===== config.mk =====
export PLATFORM = sky130hd
export DESIGN_NAME = function_generator_sequencer_flat
export DESIGN_NICKNAME = d
export VERILOG_FILES = /design/src/rtl/function_generator_sequencer_if.sv /design/src/rtl/function_generator_sequencer.sv /design/src/flat_wrapper.sv
export SDC_FILE = /design/constraint.sdc
export NUM_CORES = 1
export LEC_CHECK = 0
export BUFFER_PORTS_ARGS = -buffer_cell sky130_fd_sc_hd__buf_2
export CAP_MARGIN = 10
export CORE_ASPECT_RATIO = 0.8
export CORE_UTILIZATION = 55
export CTS_CLUSTER_DIAMETER = 100
export CTS_CLUSTER_SIZE = 20
export DETAILED_ROUTE_END_ITERATION = 6
export PLACE_DENSITY_LB_ADDON = 0.3
export SYNTH_ARGS = -nofsm -noshare
export SYNTH_HDL_FRONTEND = slang
export SYNTH_SLANG_ARGS = --single-unit
export TNS_END_PERCENT = 1

===== constraint.sdc =====
create_clock -name clk -period 3.25 [get_ports clk]
set_input_delay 0.1625 -clock clk [delete_from_list [all_inputs] [get_ports clk]]
set_output_delay 0.1625 -clock clk [all_outputs]
set_load 0.1 [all_outputs]

===== src/rtl/function_generator_sequencer_if.sv =====
// Sample RAM port shared between the waveform sequencer (master) and the RAM (slave).
// ram_rdata is valid the cycle after a read access (ram_en=1, ram_we=0).
interface function_generator_sequencer_if #(
    parameter int ADDR_W = 9,
    parameter int DATA_W = 8
);
    logic              ram_en;
    logic              ram_we;
    logic [ADDR_W-1:0] ram_addr;
    logic [DATA_W-1:0] ram_wdata;
    logic [DATA_W-1:0] ram_rdata;

    modport master (output ram_en, ram_we, ram_addr, ram_wdata, input ram_rdata);
    modport slave  (input ram_en, ram_we, ram_addr, ram_wdata, output ram_rdata);
endinterface


===== src/rtl/function_generator_sequencer.sv =====
// Waveform player: fetches samples from the shared RAM port and presents them on dac
// every max(DIV,2) clocks, looping or one-shot over the [START, END] address window.
module function_generator_sequencer #(
    parameter int ADDR_W = 9,
    parameter int DATA_W = 8,
    parameter int DIV_W  = 16
) (
    input  logic                 clk,
    input  logic                 resetb,
    input  logic                 cfg_we,
    input  logic [1:0]           cfg_addr,
    input  logic [DIV_W-1:0]     cfg_wdata,
    input  logic                 host_req,
    input  logic [ADDR_W-1:0]    host_addr,
    input  logic [DATA_W-1:0]    host_wdata,
    output logic                 host_gnt,
    function_generator_sequencer_if.master ram,
    output logic [DATA_W-1:0]    dac,
    output logic                 sample_strobe,
    output logic                 busy,
    output logic                 done,
    output logic [ADDR_W-1:0]    cur_addr,
    output logic [1:0]           fsm_state
);
    typedef enum logic [1:0] {IDLE = 2'd0, FETCH = 2'd1, WAIT = 2'd2, HOLD = 2'd3} state_t;

    state_t            state, state_nx;
    logic [1:0]        ctrl;
    logic [ADDR_W-1:0] start_addr, end_addr, ptr, next_ptr;
    logic [DIV_W-1:0]  div, div_eff, cnt;
    logic              last_q;
    logic              ctrl_wr, start_cmd, stop_cmd;
    logic              prefetch_slot, one_shot_end, seq_rd;
    logic              dac_load, finish;

    assign ctrl_wr   = cfg_we && (cfg_addr == 2'd0);
    assign start_cmd = ctrl_wr && cfg_wdata[0];
    assign stop_cmd  = ctrl_wr && !cfg_wdata[0];
    assign div_eff   = (div < DIV_W'(2)) ? DIV_W'(2) : div;

    // Pointer decision uses the live START/END/loop values at the prefetch cycle.
    assign next_ptr      = ((ptr == end_addr) && ctrl[1]) ? start_addr : ptr + ADDR_W'(1);
    assign prefetch_slot = (state == HOLD) && (cnt == DIV_W'(2));
    assign one_shot_end  = prefetch_slot && (ptr == end_addr) && !ctrl[1];
    assign seq_rd        = (state == FETCH) || (prefetch_slot && !one_shot_end);

    // Host handshake: host_req is the valid, host_gnt the same-cycle ready; the write
    // lands at the clock edge where both are high. Sequencer reads always win the port.
    assign host_gnt      = resetb && host_req && !seq_rd;
    assign ram.ram_en    = seq_rd || host_gnt;
    assign ram.ram_we    = host_gnt;
    assign ram.ram_addr  = !seq_rd ? host_addr : ((state == FETCH) ? ptr : next_ptr);
    assign ram.ram_wdata = host_wdata;

    assign busy      = (state != IDLE);
    assign fsm_state = state;

    always_ff @(posedge clk or negedge resetb) begin
        if (!resetb) state <= IDLE;
        else         state <= state_nx;
    end

    always_comb begin
        state_nx = state;
        dac_load = 1'b0;
        finish   = 1'b0;
        case (state)
            IDLE:  state_nx = IDLE;
            FETCH: state_nx = WAIT;
            WAIT: begin
                state_nx = HOLD;
                dac_load = 1'b1;
            end
            HOLD: begin
                if (cnt == DIV_W'(1)) begin
                    if (last_q) begin
                        state_nx = IDLE;
                        finish   = 1'b1;
                    end else begin
                        dac_load = 1'b1;
                    end
                end
            end
            default: state_nx = IDLE;
        endcase
        // A CTRL write overrides everything, discarding any in-flight fetch.
        if (start_cmd || stop_cmd) begin
            state_nx = start_cmd ? FETCH : IDLE;
            dac_load = 1'b0;
            finish   = 1'b0;
        end
    end

    always_ff @(posedge clk or negedge resetb) begin
        if (!resetb) begin
            ctrl          <= '0;
            start_addr    <= '0;
            end_addr      <= '0;
            div           <= DIV_W'(2);
            ptr           <= '0;
            cnt           <= '0;
            last_q        <= 1'b0;
            dac           <= '0;
            cur_addr      <= '0;
            done          <= 1'b0;
            sample_strobe <= 1'b0;
        end else begin
            sample_strobe <= dac_load;
            if (cfg_we) begin
                case (cfg_addr)
                    2'd0:    ctrl       <= cfg_wdata[1:0];
                    2'd1:    start_addr <= cfg_wdata[ADDR_W-1:0];
                    2'd2:    end_addr   <= cfg_wdata[ADDR_W-1:0];
                    default: div        <= cfg_wdata;
                endcase
            end
            if (finish) begin
                ctrl[0] <= 1'b0;
                done    <= 1'b1;
            end
            if (start_cmd) begin
                ptr    <= start_addr;
                done   <= 1'b0;
                last_q <= 1'b0;
            end else if (prefetch_slot) begin
                last_q <= one_shot_end;
                if (!one_shot_end) ptr <= next_ptr;
            end
            if (dac_load) begin
                dac      <= ram.ram_rdata;
                cur_addr <= ptr;
                cnt      <= div_eff;
            end else if (state == HOLD) begin
                cnt <= cnt - DIV_W'(1);
            end
        end
    end
endmodule


===== src/flat_wrapper.sv =====
// flat-port wrapper written by rule: the top's interface ports become plain ports
module function_generator_sequencer_flat 
#(
    parameter int ADDR_W = 9,
    parameter int DATA_W = 8,
    parameter int DIV_W  = 16
)
  (clk, resetb, cfg_we, cfg_addr, cfg_wdata, host_req, host_addr, host_wdata, host_gnt, dac, sample_strobe, busy, done, cur_addr, fsm_state, ram_ram_en, ram_ram_we, ram_ram_addr, ram_ram_wdata, ram_ram_rdata);
  function_generator_sequencer_if #(.ADDR_W(ADDR_W), .DATA_W(DATA_W)) ram_i ();
  input  logic clk;
  input  logic resetb;
  input  logic cfg_we;
  input  logic [1:0] cfg_addr;
  input  logic [DIV_W-1:0] cfg_wdata;
  input  logic host_req;
  input  logic [ADDR_W-1:0] host_addr;
  input  logic [DATA_W-1:0] host_wdata;
  output logic host_gnt;
  output logic [DATA_W-1:0] dac;
  output logic sample_strobe;
  output logic busy;
  output logic done;
  output logic [ADDR_W-1:0] cur_addr;
  output logic [1:0] fsm_state;
  output wire logic [$bits(ram_i.ram_en)-1:0] ram_ram_en;
  output wire logic [$bits(ram_i.ram_we)-1:0] ram_ram_we;
  output wire logic [$bits(ram_i.ram_addr)-1:0] ram_ram_addr;
  output wire logic [$bits(ram_i.ram_wdata)-1:0] ram_ram_wdata;
  input wire logic [$bits(ram_i.ram_rdata)-1:0] ram_ram_rdata;
  assign ram_ram_en = ram_i.ram_en;
  assign ram_ram_we = ram_i.ram_we;
  assign ram_ram_addr = ram_i.ram_addr;
  assign ram_ram_wdata = ram_i.ram_wdata;
  assign ram_i.ram_rdata = ram_ram_rdata;
  function_generator_sequencer #(.ADDR_W(ADDR_W), .DATA_W(DATA_W), .DIV_W(DIV_W)) u_core (.clk(clk), .resetb(resetb), .cfg_we(cfg_we), .cfg_addr(cfg_addr), .cfg_wdata(cfg_wdata), .host_req(host_req), .host_addr(host_addr), .host_wdata(host_wdata), .host_gnt(host_gnt), .ram(ram_i), .dac(dac), .sample_strobe(sample_strobe), .busy(busy), .done(done), .cur_addr(cur_addr), .fsm_state(fsm_state));
endmodule

Yosys cells after proc, flatten, opt, wreduce, memory -nomap -nowiden
Index checks and enable logic that the tools add are counted.

Reduce and logical (&&, ||, !) cells: 30. Multiplexer cells: 26. $lt $le $gt $ge: 1. Equality and inequality tests: 11. $add $sub $neg: 2. Bitwise logic cells: 1.

Operator list (number): 2-to-1 mux 9 bit (6); 2-to-1 mux 16 bit (3); equality test 16 x 1 -> 1 bit (second input constant) (1); equality test 16 x 2 -> 1 bit (second input constant) (1); < comparator 16 x 2 -> 1 bit (second input constant) (1); subtractor 16 x 1 -> 16 bit (second input constant) (1); 2-to-1 mux 1 bit (12); AND reduction 2 bit (6); logical AND 1 bit (10); adder 9 x 1 -> 9 bit (second input constant) (1); equality test 9 bit (1); case mux 2 bit (4 select lines) (1); nonzero test 2 bit (4); equality test 2 bit (second input constant) (3); 2-to-1 mux 2 bit (3); equality test 2 x 1 -> 1 bit (second input constant) (2); logical NOT 1 bit (4); logical NOT 2 bit (2); logical OR 1 bit (3); inequality test 3 x 2 -> 1 bit (second input constant) (1); inequality test 3 bit (second input constant) (1); OR reduction 3 bit (1); inequality test 2 x 1 -> 1 bit (second input constant) (1); case mux 1 bit (2 select lines) (1); NOT 1 bit (1).

Flip-flop bits (word level): 82. Word-level logic and storage cells: 83.

Longest topological paths before layout
Gate-level depths: netlist of the first run.

Depth in word-level cells: 10. Mapped depth: 9. Depth with buffers taken out: 7.

Worst setup path after synthesis of the first run
No wires, ideal clock.

Path type: reg-to-output. From: register u_core.state[1] (netlist: u_core.fsm_state[1]). To: output port ram_ram_addr[5]. Stages on the path, launching flop included: 8. Data required time: 3087 ps. Arrival time: 3859 ps. Slack: -772 ps. Cell sequence: dfrtp_1 > ha_1 > nand2b_1 > nor4_4 > and3_1 > buf_2 > o21ai_0 > o221ai_1.

Cells in the longest elaborated chain, start to end: 8.

Ends and longest elaborated chain: from (decl) (line function_generator_sequencer.sv:27) `state_t state, state_nx;`; from (signal assigned) (line function_generator_sequencer.sv:60) `else state <= state_nx;`; equality test 2 bit (line function_generator_sequencer.sv:43) `assign prefetch_slot = (state == HOLD) && (cnt == DIV_W'(2));`; logical AND 1 bit (line function_generator_sequencer.sv:43); logical AND 1 bit (2 in series) (line function_generator_sequencer.sv:44) `assign one_shot_end = prefetch_slot && (ptr == end_addr) && !ctrl[1];`; logical NOT 1 bit (line function_generator_sequencer.sv:45) `assign seq_rd = (state == FETCH) || (prefetch_slot && !one_shot_end);`; logical AND 1 bit (line function_generator_sequencer.sv:45); logical OR 1 bit (line function_generator_sequencer.sv:45); 2-to-1 mux 9 bit (*) (line function_generator_sequencer.sv:52) `assign ram.ram_addr = !seq_rd ? host_addr : ((state == FETCH) ? ptr : next_ptr);`; to (decl) (line flat_wrapper.sv:27) `output wire logic [$bits(ram_i.ram_addr)-1:0] ram_ram_addr;`.

Mark *: on every way between the ends. The rest lies on a longest branch, timed or not.

Worst setup path after layout of the first run
From: register u_core.cnt[11]. To: output port ram_ram_addr[4].

Cells in the longest elaborated chain, start to end: 8.

Ends and longest elaborated chain: from (decl) (line function_generator_sequencer.sv:30) `logic [DIV_W-1:0] div, div_eff, cnt;`; from (signal assigned) (line function_generator_sequencer.sv:132) `cnt <= div_eff;`; from (signal assigned) (line function_generator_sequencer.sv:134) `cnt <= cnt - DIV_W'(1);`; equality test 16 x 2 -> 1 bit (*) (line function_generator_sequencer.sv:43); logical AND 1 bit (*) (line function_generator_sequencer.sv:43); logical AND 1 bit (2 in series) (line function_generator_sequencer.sv:44); logical NOT 1 bit (line function_generator_sequencer.sv:45); logical AND 1 bit (*) (line function_generator_sequencer.sv:45); logical OR 1 bit (*) (line function_generator_sequencer.sv:45); 2-to-1 mux 9 bit (*) (line function_generator_sequencer.sv:52).

Marks and branches as above.

==> metrics.md, run 1 <==
| Metric | Value |
|---|---|
| Setup slack on the worst flop-to-flop path | 0.50 ns |
| Hold bufs inserted after CTS | 0 |
| Average cell area after synthesis | 10.7 um2 |
| Num CTS Buffers | 9 |
| Clock transition time at the flip-flop clock pins of the worst setup and hold paths | 0.08 ns |
| Number of antenna repair diodes | 0 |
| Async SR Flop Fraction | 100% |
| Max-Cap Viols | 0 |
| Worst flop-to-flop path startpoint | u_core.cnt[11] |
| Global-route congestion overflow total | 0 |
| Static Leak | 2.25 nW |
| Hold Worst Slack | 0.0383 ns |
| Endpoint of the worst hold-timing path | u_core.dac[5] |
| Post-CTS setup repair buffer count | 0 |
| Yosys warning total | 0 |
| Biggest fanout along the worst timing path | 6 |
| Worst slew margin relative to its limit | 32.3% |
| Number of top-level design ports | 89 |
| Launch point of the worst path | u_core.cnt[11] |
| Worst hold-check path type | input port to flop |
| Data required time at the worst endpoint | 3.09 ns |
| Post-synthesis sequential area ratio | 48.0% |
| Worst Reg2Reg Path Length in Cells | 7 |
| Utilization after layout | 67.8% |
| Layout net count | 516 |
| Number of failing setup endpoints in the final timing report | 0 |
| Floorplan die area | 8140 um2 |
| DP HPWL | 6660 um |
| Routed wire length per instance | 16.2 um |
| Mapped Nets | 456 |
| TritonCTS clock tree | done |
| Share of final-layout standard cells stronger than drive strength 1 | 30.9% |
| Synth Flop Type | sky130_fd_sc_hd__dfrtp_1 |
| CP endpoint kind | output port |
| Die outline width | 101 um |
| Maximum number of buffers from clock root to sink | 2 |
| Overall track demand over capacity in global routing | 23.8% |
| Maximum number of pins on one net before global-route repair | 83 |
| Number of enable flip-flop cells after synthesis | 0 |
| Residual DRC count | 0 |
| Instance count along the most critical hold path | 2 |
| Count of nets left with antenna violations after detail routing | 0 |
| Startpoint type of the worst setup path | flop |
| Most frequent cell after synthesis | sky130_fd_sc_hd__dfrtp_1 |
| RePlAce Congestion | 0.833 |
| Share of the clock period used by the worst path | 94.8% |
| Outcome | completed |
| Iteration-0 DRC Markers | 185 |
| Master cell of the clock root buffer | sky130_fd_sc_hd__clkbuf_8 |
| Gate count after technology mapping | 401 |
| Buffers added on ports | 72 |
| Starting density of the core | 57.3% |
| Height of the die | 80.9 um |
| Wire length of the first global-routing pass | 14800 um |
| Largest cells by area after synthesis | sky130_fd_sc_hd__dfrtp_1, sky130_fd_sc_hd__mux2_2, sky130_fd_sc_hd__xnor2_1, sky130_fd_sc_hd__mux2_1, sky130_fd_sc_hd__nand2_1 |
| Cell taking the most area after synthesis | sky130_fd_sc_hd__dfrtp_1 |
| Cell area after synthesis | 4280 um2 |
| #FFs+latches synth | 82 |
| Initial antenna violation count | 0 |
| Clock H-tree levels | 3 |
| Count of endpoints failing hold in the final timing report | 0 |
| List of most frequent post-synthesis cells | sky130_fd_sc_hd__dfrtp_1, sky130_fd_sc_hd__nand2_1, sky130_fd_sc_hd__mux2_2 |
| Total power per unit cell area | 999 nW/um2 |
| Clock period minus final worst setup slack | 3.08 ns |
| Via count | 3270 |
| Number of placement rows | 28 |
| Setup Skew | 0.00585 ns |
| Vias per std cell | 5.73 |
| Clock latency of the later-clocked register in the worst-skew pair | 0.34 ns |
| Worst slew pin tran | 1.02 ns |
| Area growth from synthesis to layout | 18.2% |
| Crit path kind | flop to output port |
| Wirelength, routed | 9220 um |
| Max Freq | 0.325 GHz |
| Unrepaired setup endpoints after global routing | no |
| Vias in the first global route | 3047 |
| Maximum ir drop on the vdd rail | 0.631 mV |
| Final Max Tran Viols | 0 |
| Hold Startpoint | ram_ram_rdata[5] |
| Count of TritonRoute iterations in the first routing pass | 4 |
| Core Region | 7460 um2 |
| Number of clock sinks | 82 |
| Number of library cell types mapped by synthesis | 48 |
| Post-synth top area share | 47.4% |
| Reg-to-Reg End | u_core.cnt[1] |
| Post-cts gate resize count | 0 |
| Worst endpoint data arrival time | 2.92 ns |
[sequential cells by signal (all words and copies together) (netlist names)]
register	count
u_core.fsm_state	2
u_core.done	1
u_core.cnt	16
u_core.start_addr	9
u_core.div	16
u_core.ptr	9
u_core.last_q	1
u_core.sample_strobe	1
u_core.dac	8
u_core.end_addr	9
u_core.cur_addr	9
u_core.ctrl	1
[where the power goes]
group          leakage (nW)  internal, mW  switching (mW)  total (mW)
clock network         0.117         0.475           0.353       0.829
registers             0.997          1.34           0.282        1.62
logic                  1.13         0.709            1.89        2.60
[placed cells by master, fill, tap and decap left out, types with 3 or more instances in the layout]
master and instances:
sky130_fd_sc_hd__o21ai_1 3, sky130_fd_sc_hd__ha_1 8, sky130_fd_sc_hd__nand2_1 40, sky130_fd_sc_hd__mux2i_1 3, sky130_fd_sc_hd__dfrtp_1 81, sky130_fd_sc_hd__nand3_1 10
sky130_fd_sc_hd__a21oi_1 9, sky130_fd_sc_hd__buf_12 9, sky130_fd_sc_hd__xor2_1 7, sky130_fd_sc_hd__buf_4 7, sky130_fd_sc_hd__o221a_2 3, sky130_fd_sc_hd__nor2_1 18
sky130_fd_sc_hd__and3_1 6, sky130_fd_sc_hd__o221ai_2 3, sky130_fd_sc_hd__mux2_2 36, sky130_fd_sc_hd__o221ai_1 6, sky130_fd_sc_hd__nand3b_1 5, sky130_fd_sc_hd__clkbuf_8 11
sky130_fd_sc_hd__nor4_1 5, sky130_fd_sc_hd__inv_1 19, sky130_fd_sc_hd__buf_2 62, sky130_fd_sc_hd__xnor2_1 23, sky130_fd_sc_hd__or3_1 4, sky130_fd_sc_hd__nor3_1 8
sky130_fd_sc_hd__nand2b_1 3, sky130_fd_sc_hd__mux2_1 17, sky130_fd_sc_hd__o21ai_0 24
[per-layer routing]
layer,routed length (um),GRT usage (%),up-vias
met3,628,4.99,24
li1,-,-,1531
met4,161,8.70,0
met1,4290,33.4,1572
met5,0,0,-
met2,4150,36.6,143
[layout make-up]
type / instances / area [um2]
inverter: 19 / 71.3
timing repair buffer: 78 / 543
clock buffer: 12 / 155
multi-input combinational: 271 / 2030
fill: 569 / 2400
sequential: 82 / 2050
clock inverter: 4 / 73.8
tap: 105 / 131
[cells by family (layout without fill, tap and decap cells)]
| logic type | Yosys count | after routing | share of synthesized area, % |
|---|---|---|---|
| flip-flops | 82 | 82 | 48.0 |
| XOR/XNOR | 30 | 30 | 6.14 |
| AND/OR/NAND/NOR | 114 | 114 | 13.6 |
| adder cells (fa/ha/maj) | 8 | 8 | 2.34 |
| AO/OA/AOI/OAI | 63 | 63 | 9.89 |
| multiplexers | 56 | 56 | 14.7 |
| buffers and inverters | 48 | 113 | 5.35 |
[worst max-delay path, stage by stage (launching register included)]
cell and delay [ns]:
sky130_fd_sc_hd__dfrtp_1 0.40, sky130_fd_sc_hd__or4_4 0.58, sky130_fd_sc_hd__nor4_4 0.40, sky130_fd_sc_hd__nand3_2 0.23, sky130_fd_sc_hd__a21o_1 0.24, sky130_fd_sc_hd__and2_1 0.19, sky130_fd_sc_hd__a221o_1 0.36, sky130_fd_sc_hd__buf_12 0.18
[stage by stage]
step                      power (mW)  instance area (um2)  setup TNS [ns]  std cells  setup WS [ns]
final                           5.05                 5060               0        571          0.169
after floorplan                 3.71                 4300           -2.11        401         -0.555
after detailed placement        4.25                 4830               0        555          0.478
after global routing            5.30                 5060               0        571        0.00900
after global placement          4.18                 4830               0        555          0.525
after CTS                       5.07                 5060               0        571         0.0979
[worst max-delay path by stage]
stage                      end  slack [ns]  cells after the start
2_1_floorplan  ram_ram_addr[2]       -0.56                      6
3_3_place_gp   ram_ram_addr[4]        0.53                      7
3_5_place_dp   ram_ram_addr[3]        0.48                      7
4_1_cts        ram_ram_addr[3]         0.1                      7
5_1_grt        ram_ram_addr[3]       0.009                      7
6_report       ram_ram_addr[4]        0.17                      7
(Power assumes the default switching activity.)
==> inputs of run 2 (changes only) <==
--- a/config.mk
+++ b/config.mk
@@ -5,7 +5,7 @@
 export SDC_FILE = /design/constraint.sdc
 export NUM_CORES = 1
 export LEC_CHECK = 0
-export BUFFER_PORTS_ARGS = -buffer_cell sky130_fd_sc_hd__buf_2
+export BUFFER_PORTS_ARGS = -buffer_cell sky130_fd_sc_hd__buf_4
 export CAP_MARGIN = 10
 export CORE_ASPECT_RATIO = 0.8
 export CORE_UTILIZATION = 55
==> metrics.md, run 2 (same netlist as run 1, synthesis figures left out) <==
| Metric | Value |
|---|---|
| Maximum number of buffers from clock root to sink | 2 |
| Clock period minus final worst setup slack | 3.06 ns |
| RePlAce Congestion | 0.883 |
| Vias in the first global route | 3021 |
| Starting density of the core | 57.3% |
| Iteration-0 DRC Markers | 187 |
| Initial antenna violation count | 0 |
| Maximum number of pins on one net before global-route repair | 83 |
| Residual DRC count | 0 |
| Buffers added on ports | 72 |
| Biggest registers after layout | u_core.cnt: 16 flops, u_core.div: 16 flops |
| Number of failing setup endpoints in the final timing report | 0 |
| TritonCTS clock tree | done |
| Clock H-tree levels | 3 |
| Overall power | 4.97 mW |
| Height of the die | 80.9 um |
| Filler cells | 585 |
| Number of placement rows | 28 |
| Count of endpoints failing hold in the final timing report | 0 |
| Clock latency of the later-clocked register in the worst-skew pair | 0.35 ns |
| Post-CTS setup repair buffer count | 0 |
| Data required time at the worst endpoint | 3.09 ns |
| Most frequent cells in the layout | sky130_fd_sc_hd__dfrtp_1, sky130_fd_sc_hd__buf_4, sky130_fd_sc_hd__nand2_1, sky130_fd_sc_hd__mux2_2, sky130_fd_sc_hd__o21ai_0 |
| Core Region | 7460 um2 |
| Worst slew margin relative to its limit | 31.7% |
| Floorplan die area | 8140 um2 |
| Via count | 3225 |
| Hold bufs inserted after CTS | 0 |
| Area growth from synthesis to layout | 18.6% |
| Vias per std cell | 5.65 |
| Worst endpoint data arrival time | 2.90 ns |
| Worst slew pin tran | 1.02 ns |
| Wire length of the first global-routing pass | 15200 um |
| Global-route congestion overflow total | 0 |
| Layout net count | 517 |
| Overall track demand over capacity in global routing | 24.8% |
| Die outline width | 101 um |
| Final Max Tran Viols | 0 |
| Outcome | completed |
| Count of TritonRoute iterations in the first routing pass | 4 |
| Most frequent standard cell in the layout excluding fill and tap cells | sky130_fd_sc_hd__dfrtp_1 |
| Number of top-level design ports | 89 |
| Clock transition time at the flip-flop clock pins of the worst setup and hold paths | 0.08 ns |
| Startpoint type of the worst setup path | flop |
| Maximum ir drop on the vdd rail | 0.600 mV |
| Max Freq | 0.327 GHz |
| Number of clock sinks | 82 |
| Static Leak | 2.24 nW |
| CP endpoint kind | output port |
| DP HPWL | 6640 um |
| Utilization after layout | 68.0% |
| Worst hold-check path type | input port to flop |
| Setup Skew | 0.00913 ns |
| Routed wire length per instance | 16.2 um |
| Num CTS Buffers | 9 |
| Unrepaired setup endpoints after global routing | yes |
| Biggest fanout along the worst timing path | 6 |
| Count of nets left with antenna violations after detail routing | 0 |
| Share of final-layout standard cells stronger than drive strength 1 | 31.1% |
| Share of the clock period used by the worst path | 94.1% |
| Number of antenna repair diodes | 0 |
| Crit path kind | flop to output port |
| Wirelength, routed | 9230 um |
| Max-Cap Viols | 0 |
| Master cell of the clock root buffer | sky130_fd_sc_hd__clkbuf_8 |
| Total power per unit cell area | 980 nW/um2 |
run 2: cell count changes in the layout (fill, tap and decap cells not counted), sizes merged:
cell,before,now
clkbuf,12,11
clkinv,2,1
clkinvlp,0,1
buf,78,79
bufinv,2,1
inv,19,20
run 2: report_power, final:
part	internal, mW	switching (mW)
clock network	0.373	0.360
logic	0.722	1.89
registers	1.34	0.284
run 2: metrics by stage:
stage	cells	worst slack (ns)	area, um2	hold WS, ns	setup TNS, ns
after floorplan	401	-0.555	4300	-0.133	-2.11
after global routing	571	-0.0269	5070	0.00683	-0.0314
after global placement	556	0.500	4880	0.326	0
final	571	0.191	5070	0.0209	0
after detailed placement	556	0.485	4880	0.326	0
after CTS	571	0.0966	5070	0.00754	0
run 2: timing repair:
| item | 4_1_cts | 5_1_grt |
|---|---|---|
| hold endpoints to repair | 0 | 0 |
| endpoints found under the setup margin | 0 | 9 |
| gates resized for setup | 0 | 2 |
run 2: worst max-delay path: stages, from the launching register on:
cell	delay (ns)
sky130_fd_sc_hd__dfrtp_1	0.41
sky130_fd_sc_hd__or4_4	0.56
sky130_fd_sc_hd__nor4_4	0.38
sky130_fd_sc_hd__nand3_2	0.21
sky130_fd_sc_hd__a21o_1	0.23
sky130_fd_sc_hd__and2_1	0.20
sky130_fd_sc_hd__a221o_1	0.32
sky130_fd_sc_hd__buf_4	0.23
run 2: area by class of cell:
type,count,area (um2),area share [%]
inverters,19,71.3,1.41
clock inverters,4,51.3,1.01
flip-flops and latches,82,2050,40.5
multi-input cells,271,2030,40.0
well taps,105,131,2.59
clock buffers,11,141,2.79
repair buffers,79,593,11.7
run 2: metal layers:
layer | GRT usage, % | vias to the layer above | wire length [um]
li1 | - | 1532 | -
met1 | 34.8 | 1550 | 4340
met2 | 37.8 | 128 | 4100
met3 | 6.37 | 15 | 656
met4 | 8.12 | 0 | 123
met5 | 0 | - | 0
run 2: final timing paths:
kind,from,cells after the start,to,slack [ns]
hold reg to reg,u_core.cur_addr[4],1,u_core.cur_addr[4],0.49
max in group asynchronous,resetb,2,u_core.ptr[0],2.51
hold / removal,ram_ram_rdata[4],2,u_core.dac[4],0.02
setup reg to reg,u_core.cnt[10],7,u_core.cnt[4],0.56
min in group asynchronous,resetb,2,u_core.cnt[15],0.09
setup / recovery,u_core.cnt[10],7,ram_ram_addr[4],0.19
==> inputs of run 3 (changes only) <==
==> constraint.sdc (replaced) <==
create_clock -name clk -period 2.9 [get_ports clk]
set_input_delay 0.145 -clock clk [delete_from_list [all_inputs] [get_ports clk]]
set_output_delay 0.145 -clock clk [all_outputs]
set_load 0.1 [all_outputs]
==> metrics.md, run 3 (same netlist as run 1, synthesis figures left out) <==
| Metric | Value |
|---|---|
| Biggest fanout along the worst timing path | 3 |
| Maximum number of buffers from clock root to sink | 2 |
| Clock transition time at the flip-flop clock pins of the worst setup and hold paths | 0.08 ns |
| Worst endpoint data arrival time | 2.65 ns |
| Routed wire length per instance | 16.9 um |
| Via count | 3371 |
| Starting density of the core | 57.3% |
| Num CTS Buffers | 9 |
| Buffers added on ports | 72 |
| TritonCTS clock tree | done |
| Overall track demand over capacity in global routing | 25.6% |
| Worst Reg2Reg Path Length in Cells | 9 |
| Initial antenna violation count | 0 |
| Largest stage delay, worst path | 0.58 ns |
| Number of antenna repair diodes | 0 |
| Instance count along the most critical hold path | 2 |
| Master cell of the clock root buffer | sky130_fd_sc_hd__clkbuf_8 |
| Global-route congestion overflow total | 0 |
| GR Util met2 | 39.5% |
| Most frequent standard cell in the layout excluding fill and tap cells | sky130_fd_sc_hd__dfrtp_1 |
| CP max-delay cell | sky130_fd_sc_hd__or4_4 |
| Number of top-level design ports | 89 |
| Clock period minus final worst setup slack | 2.80 ns |
| Unrepaired setup endpoints after global routing | yes |
| Area growth from synthesis to layout | 24.2% |
| Biggest registers after layout | u_core.cnt: 16 flops, u_core.div: 16 flops |
| Wire length of the first global-routing pass | 15600 um |
| Startpoint type of the worst setup path | flop |
| Data required time at the worst endpoint | 2.76 ns |
| Worst slew margin relative to its limit | 47.0% |
| Wirelength, routed | 9920 um |
| Maximum number of pins on one net before global-route repair | 54 |
| Outcome | completed |
| Most Crowded Layer GR | met2 |
| Maximum ir drop on the vdd rail | 0.654 mV |
| Met3 layer usage reported by global route | 6.97% |
| RePlAce Congestion | 0.870 |
| Die outline width | 101 um |
| Most frequent cells in the layout | sky130_fd_sc_hd__dfrtp_1, sky130_fd_sc_hd__buf_4, sky130_fd_sc_hd__nand2_1, sky130_fd_sc_hd__mux2_2, sky130_fd_sc_hd__o21ai_0 |
| Height of the die | 80.9 um |
| Number of clock sinks | 82 |
| Count of endpoints failing hold in the final timing report | 0 |
| Worst hold-check path type | input port to flop |
| Count of nets left with antenna violations after detail routing | 0 |
| Clock H-tree levels | 3 |
| Setup Skew | 0.0119 ns |
| Iteration-0 DRC Markers | 214 |
| Residual DRC count | 0 |
| Max Freq | 0.358 GHz |
| Floorplan die area | 8140 um2 |
| CP endpoint kind | output port |
| Number of failing setup endpoints in the final timing report | 0 |
| Core Region | 7460 um2 |
| Count of TritonRoute iterations in the first routing pass | 5 |
| Total power per unit cell area | 1080 nW/um2 |
| Layout net count | 532 |
| Static Leak | 2.33 nW |
| Final Max Tran Viols | 0 |
| Share of final-layout standard cells stronger than drive strength 1 | 33.6% |
| Critical-path cell list | or4_4 > nor4_4 > nand3_2 > a21o_1 > and2_1 > a221o_1 > buf_8 |
| Crit path kind | flop to output port |
| Hold Worst Slack | 0.0190 ns |
| Clock latency of the later-clocked register in the worst-skew pair | 0.36 ns |
| Number of placement rows | 28 |
| Vias in the first global route | 3168 |
| DP HPWL | 7190 um |
| Overall power | 5.71 mW |
| Max-Cap Viols | 0 |
| Met1 Usage GRT | 36.0% |
| Share of the clock period used by the worst path | 96.4% |
| Worst slew pin tran | 0.793 ns |
| Vias per std cell | 5.74 |
[run 3: changes by cell type in the layout (fill, tap and decap cells not counted), sizes merged]
cell,previous run,this run
clkbuf,11,9
dlygate4sd3,0,6
bufinv,1,0
clkinv,1,5
buf,79,88
[run 3: timing repair]
action / in CTS / in global routing
setup endpoints to repair: 9 / 11
buffers inserted: 0 / 1
gates resized for setup: 3 / 14
endpoints found under the hold margin: 32 / 2
pin swaps: 0 / 3
hold buffers: 4 / 2
[run 3: path summary, 6_finish.rpt]
path	startpoint	end	slack, ns
setup / recovery	u_core.cnt[11]	ram_ram_addr[4]	0.10
hold / removal	cfg_wdata[12]	u_core.div[12]	0.02
setup reg to reg	u_core.cnt[11]	u_core.cnt[0]	0.38
hold reg to reg	u_core.dac[1]	u_core.dac[1]	0.50
max in group asynchronous	resetb	u_core.div[9]	1.61
min in group asynchronous	resetb	u_core.cur_addr[0]	0.26
[run 3: area by class of cell]
type	count	area, um2
clock buffer	9	124
clock inverter	7	55.1
fill	547	2150
inverter	19	71.3
multi-input combinational	271	2090
sequential	82	2060
tap	105	131
timing repair buffer	94	782
[run 3: routing by layer]
layer | vias up | wire (um) | share of wire (%)
met5 | - | 0 | 0
met4 | 0 | 65 | 0.66
met3 | 10 | 625 | 6.3
met2 | 136 | 4580 | 46
met1 | 1662 | 4640 | 47
li1 | 1563 | - | -
[run 3: critical path: cells and delay by family (launching register included)]
family          cells  cell delay (ns)
buf+inv             1             0.19
compound gates      2             0.56
simple gates        4             1.15
flops               1             0.40
[run 3: metrics by stage]
| step | setup WS (ns) | setup TNS (ns) | cells | cell area [um2] | util [%] |
|---|---|---|---|---|---|
| after CTS | 0.00325 | 0 | 584 | 5230 | 70.1 |
| after global routing | -0.0354 | -0.0354 | 587 | 5310 | 71.2 |
| after detailed placement | 0.197 | 0 | 564 | 5010 | 67.1 |
| after floorplan | -0.0194 | -0.0388 | 401 | 4350 | - |
| final | 0.104 | 0 | 587 | 5310 | 71.2 |
| after global placement | 0.256 | 0 | 564 | 5010 | 67.1 |
[run 3: power breakdown]
| part | internal [mW] | switching, mW |
|---|---|---|
| Clock | 0.318 | 0.443 |
| Combinational | 0.938 | 2.18 |
| Sequential | 1.51 | 0.331 |
